### src/rtl/uart_pkg.sv
// Shared UART constants: receiver byte width and the FIFO pointer-width helper.
package uart_pkg;

  localparam int UART_DATA_W = 8;

  // One extra bit above the index so full and empty can be told apart.
  function automatic int ptr_w(input int depth);
    return $clog2(depth) + 1;
  endfunction

endpackage

### src/rtl/uart_fifo_mem.sv
// DEPTH x DATA_W storage for the UART receive FIFO: synchronous write, combinational read.
module uart_fifo_mem #(
  parameter int DATA_W = 8,
  parameter int DEPTH  = 16,
  parameter int AW     = $clog2(DEPTH)
) (
  input  logic              clk,
  input  logic              we,
  input  logic [AW-1:0]     waddr,
  input  logic [DATA_W-1:0] wdata,
  input  logic [AW-1:0]     raddr,
  output logic [DATA_W-1:0] rdata
);

  logic [DATA_W-1:0] mem [DEPTH];

  always_ff @(posedge clk) begin
    if (we) mem[waddr] <= wdata;
  end

  assign rdata = mem[raddr];

endmodule

### src/rtl/uart_rx_fifo.sv
// Byte FIFO behind the UART receiver with show-ahead valid/ready output and sticky overrun.
// Define UART_RX_FIFO_LEVEL_EN to add the occupancy output 'level'.
module uart_rx_fifo
  import uart_pkg::*;
#(
  parameter int DATA_W       = UART_DATA_W,
  parameter int DEPTH        = 16,
  parameter int AFULL_THRESH = 12
) (
  input  logic              clk,
  input  logic              rst,
  input  logic              wr_en,
  input  logic [DATA_W-1:0] wr_data,
  output logic              m_valid,
  output logic [DATA_W-1:0] m_data,
  input  logic              m_ready,
  output logic              full,
  output logic              empty,
  output logic              almost_full,
  output logic              overrun,
  input  logic              ovr_clr
`ifdef UART_RX_FIFO_LEVEL_EN
  ,
  output logic [$clog2(DEPTH):0] level
`endif
);

  localparam int PTR_W = ptr_w(DEPTH);
  localparam int AW    = PTR_W - 1;
  localparam logic [PTR_W-1:0] AFULL_LVL = PTR_W'(AFULL_THRESH);
  localparam logic [PTR_W-1:0] PTR_ONE   = PTR_W'(1);

  logic [PTR_W-1:0] wr_ptr, rd_ptr, occ;
  logic             pop, push, drop;

  // Handshake: a word transfers on every edge where m_valid && m_ready; m_valid never
  // depends on m_ready, and m_data is stable while m_valid is high and m_ready is low.
  assign occ         = wr_ptr - rd_ptr;
  assign empty       = (wr_ptr == rd_ptr);
  assign full        = (wr_ptr[AW-1:0] == rd_ptr[AW-1:0]) && (wr_ptr[AW] != rd_ptr[AW]);
  assign almost_full = (occ >= AFULL_LVL);
  assign m_valid     = !empty;

  // A pop frees a slot in the same cycle, so a push into a full buffer still lands.
  assign pop  = m_valid && m_ready;
  assign push = wr_en && (!full || pop);
  assign drop = wr_en && full && !pop;

`ifdef UART_RX_FIFO_LEVEL_EN
  assign level = occ;
`endif

  always_ff @(posedge clk) begin
    if (rst) begin
      wr_ptr  <= '0;
      rd_ptr  <= '0;
      overrun <= 1'b0;
    end else begin
      if (push) wr_ptr <= wr_ptr + PTR_ONE;
      if (pop)  rd_ptr <= rd_ptr + PTR_ONE;
      // Set has priority so a drop coinciding with a clear is never lost.
      if (drop)         overrun <= 1'b1;
      else if (ovr_clr) overrun <= 1'b0;
    end
  end

  uart_fifo_mem #(
    .DATA_W(DATA_W),
    .DEPTH (DEPTH),
    .AW    (AW)
  ) u_mem (
    .clk  (clk),
    .we   (push),
    .waddr(wr_ptr[AW-1:0]),
    .wdata(wr_data),
    .raddr(rd_ptr[AW-1:0]),
    .rdata(m_data)
  );

endmodule
### config.mk
export PLATFORM = sky130hd
export DESIGN_NAME = uart_rx_fifo
export DESIGN_NICKNAME = d
export VERILOG_FILES = /design/src/rtl/uart_pkg.sv /design/src/rtl/uart_fifo_mem.sv /design/src/rtl/uart_rx_fifo.sv
export SDC_FILE = /design/constraint.sdc
export NUM_CORES = 1
export LEC_CHECK = 0
export BUFFER_PORTS_ARGS = -buffer_cell sky130_fd_sc_hd__buf_2
export CORE_AREA = 3 3 102 104
export DETAILED_ROUTE_END_ITERATION = 10
export DIE_AREA = 0 0 105 107
export PLACE_DENSITY = 0.83
export SYNTH_ARGS = -nofsm -noshare
export SYNTH_HDL_FRONTEND = slang
export SYNTH_SLANG_ARGS = --single-unit
### constraint.sdc
create_clock -name clk -period 3.3 [get_ports clk]
set_input_delay 0.33 -clock clk [delete_from_list [all_inputs] [get_ports clk]]
set_output_delay 0.33 -clock clk [all_outputs]
set_load 0.05 [all_outputs]
==> results.sh <==
export IMPL_antenna_found_initial=0
export IMPL_grt_ovfl_total=0
export IMPL_path_clk_slew_ns=0.06
export IMPL_hold_buffers=0
export IMPL_drv_cap=0
export IMPL_antenna_cells=0
export IMPL_dr_pass1_iters=4
export IMPL_drc=0
export IMPL_synth_edf_count=128
export IMPL_cp_cell_sequence="ha_1 -> nand4_1 -> o31a_1 -> nand2_1 -> nor2_1"
export IMPL_cts_resized_gates=0
export IMPL_met3_usage=0.0843
export IMPL_start_kind="flop"
export IMPL_start_util=0.587
export IMPL_drive_above_1_share=0.275
export IMPL_place_hpwl_um=6800
export IMPL_synth_seq_cells=143
export IMPL_drt_iter0_markers=368
export IMPL_synth_main_ff_cell="edfxtp_1"
export IMPL_tightest_slew_ns=0.807
export IMPL_syn_num_nets=325
export IMPL_dieArea_um2=11200
export IMPL_async_flop_share=0
export IMPL_post_cts_buffers=0
export IMPL_worst_path_buf_inv=0
export IMPL_power_density_nw_per_um2=703
export IMPL_rsz0062_at_grt="false"
export IMPL_vdd_drop_max_mv=0.425
export IMPL_drv_slew=0
export IMPL_cts_buffers=17
export IMPL_core_area_um2=9640
export IMPL_r2r_cells=5
export IMPL_crit_arrival_ns=2.86
export IMPL_synthToLayoutAreaGrowth_pct=16.1
export IMPL_final_cells=486
export IMPL_use_met2=0.356
export IMPL_vias_per_cell=6.07
export IMPL_grt_max_degree=33
export IMPL_layout_nets=362
export IMPL_netlist_area_um2=5660
export IMPL_io_pins=26
export IMPL_hold_viol_final=0
export IMPL_worst_path_stages=5
export IMPL_finalCriticalPeriod_ns=2.71
export IMPL_synth_top_area_cell="edfxtp_1"
export IMPL_timing_final_crit_share=0.823
export IMPL_max_stage_delay_ns=0.65
export IMPL_min_path_cells=4
export IMPL_ys_warn_count=0
export IMPL_cp_slowest_cell="nor2_1"
export IMPL_root_buffer="clkbuf_8"
export IMPL_die_x_um=105
export IMPL_top_usage_layer="met2"
export IMPL_fmax_mhz=368
export IMPL_setup_violations=0
export IMPL_die_y_um=107
export IMPL_synth_top_cells_by_count="128 x edfxtp_1, 32 x mux4_2, 25 x nor2_1, 16 x a22oi_1, 15 x dfxtp_1"
export IMPL_cts_sinks=143
export IMPL_grt_usage=0.231
export IMPL_r2r_setup_slack_ns=0.59
export IMPL_critical_path_class="flop to flop"
export IMPL_place_congestion=0.854
export IMPL_syn_area_per_cell_um2=18.7
export IMPL_yosysMostFrequentCell="edfxtp_1"
export IMPL_wl_um=11600
export IMPL_ant_nets=0
export IMPL_rows=36
export IMPL_worstSkewPairLatency_ns=0.52
export IMPL_required_ns=3.45
export IMPL_dp_cells=454
export IMPL_synth_cell_types=33
export IMPL_synthTopCellsByArea="edfxtp_1 68%, mux4_2 13%, dfxtp_1 5.3%"
export IMPL_crit_family="simple AND/OR/NAND/NOR gates"
export IMPL_slew_headroom=0.460
export IMPL_cts_tree="built"
export IMPL_grt_pass1_wl_um=18400
export IMPL_min_path_type="input pin to flop"
export IMPL_final_core_util=0.682
export IMPL_fillers=605
export IMPL_tns_ns=0
export IMPL_synth_top_area_share=0.679
export IMPL_wl_per_cell_um=24.0
export IMPL_cp_max_fo=9
export IMPL_grt_pass1_vias=3096
export IMPL_skew_ns=0.0102
export IMPL_port_buffers=25
export IMPL_timing_hold_ws_ns=0.103
export IMPL_clockBufferDepth=2
export IMPL_use_met1=0.307
export IMPL_crit_path_end_kind="flop"
export IMPL_syn_inst=303
export IMPL_yosysSeqAreaShare=0.732
export IMPL_status="finished clean"
export IMPL_num_vias=2948
export IMPL_power_uw=4620
export IMPL_htree_num_levels=4
export IMPL_p_leak_uw=0.00216
==> registers in the layout (all words and copies together), names as in the netlist, named ones only <==
name / flops
wr_ptr: 5
rd_ptr: 5
overrun: 1
u_mem.mem: 128
==> final cells by class <==
type / instances / area, um^2 / area share
tap: 133 / 166 / 0.0253
sequential: 143 / 4150 / 0.631
inverter: 7 / 26.3 / 0.00400
timing repair buffer: 31 / 183 / 0.0278
clock buffer: 23 / 522 / 0.0794
multi-input combinational: 140 / 1440 / 0.219
clock inverter: 9 / 92.6 / 0.0141
==> metrics by stage <==
stage,cell area (um^2),worst slack (ns)
finish,6570,0.585
global route,6570,0.430
CTS,6570,0.584
detailed placement,5960,0.648
global placement,5960,0.776
floorplan,5660,0.930
==> power by group <==
part           switching, uW  internal, uW  leakage (uW)  total [uW]
Combinational            421           259      0.000588         680
Clock                    728          1190      0.000292        1910
Sequential              18.6          2010       0.00128        2020
Total                   1170          3450       0.00216        4620
==> path summary, 6_finish.rpt <==
kind,endpoint,start
setup / recovery,u_mem.mem[4][5],wr_ptr[3]
hold / removal,overrun,ovr_clr
setup reg to reg,u_mem.mem[4][5],wr_ptr[3]
hold reg to reg,wr_ptr[4],wr_ptr[4]
==> cells by family after synthesis <==
kind of cell | synth area share
compound gates | 0.0393
xor+xnor | 0.0183
fa+ha+maj | 0.0199
buf+inv | 0.0141
flops | 0.732
mux | 0.131
simple gates | 0.0455
==> tightest hold or removal path: stages <==
cell and delay (ns):
buf_2 0.08, nor2b_1 0.03, a21oi_1 0.10, nor2_1 0.04
==> layout by cell type, fill, tap and decap left out, types with 2 or more instances in the layout <==
cell type   synthesis  final
nor2b_1             3      3
ha_1                9      9
nor3_1              5      5
nand2_1            13     13
buf_4               0      5
nor2_1             25     25
clkinvlp_4          0      3
inv_1               7      7
edfxtp_1          128    128
buf_2               4     25
o21ai_0             3      3
mux4_2             32     32
a21oi_1             4      4
nand2b_1            3      3
inv_6               0      2
nand4_1             2      2
xnor2_1             5      5
clkinv_4            0      2
clkbuf_1            6      2
xor2_1              5      5
clkbuf_16           0     20
dfxtp_1            15     14
mux2i_1             2      2
a22oi_1            16     16
==> per-layer routing <==
layer  share of wire  vias to the layer above
met2            0.50                      146
met1            0.40                     1499
met3           0.081                       21
li1                -                     1282
met4           0.021                        0
met5               0                        -
(Power assumes the default switching activity.)
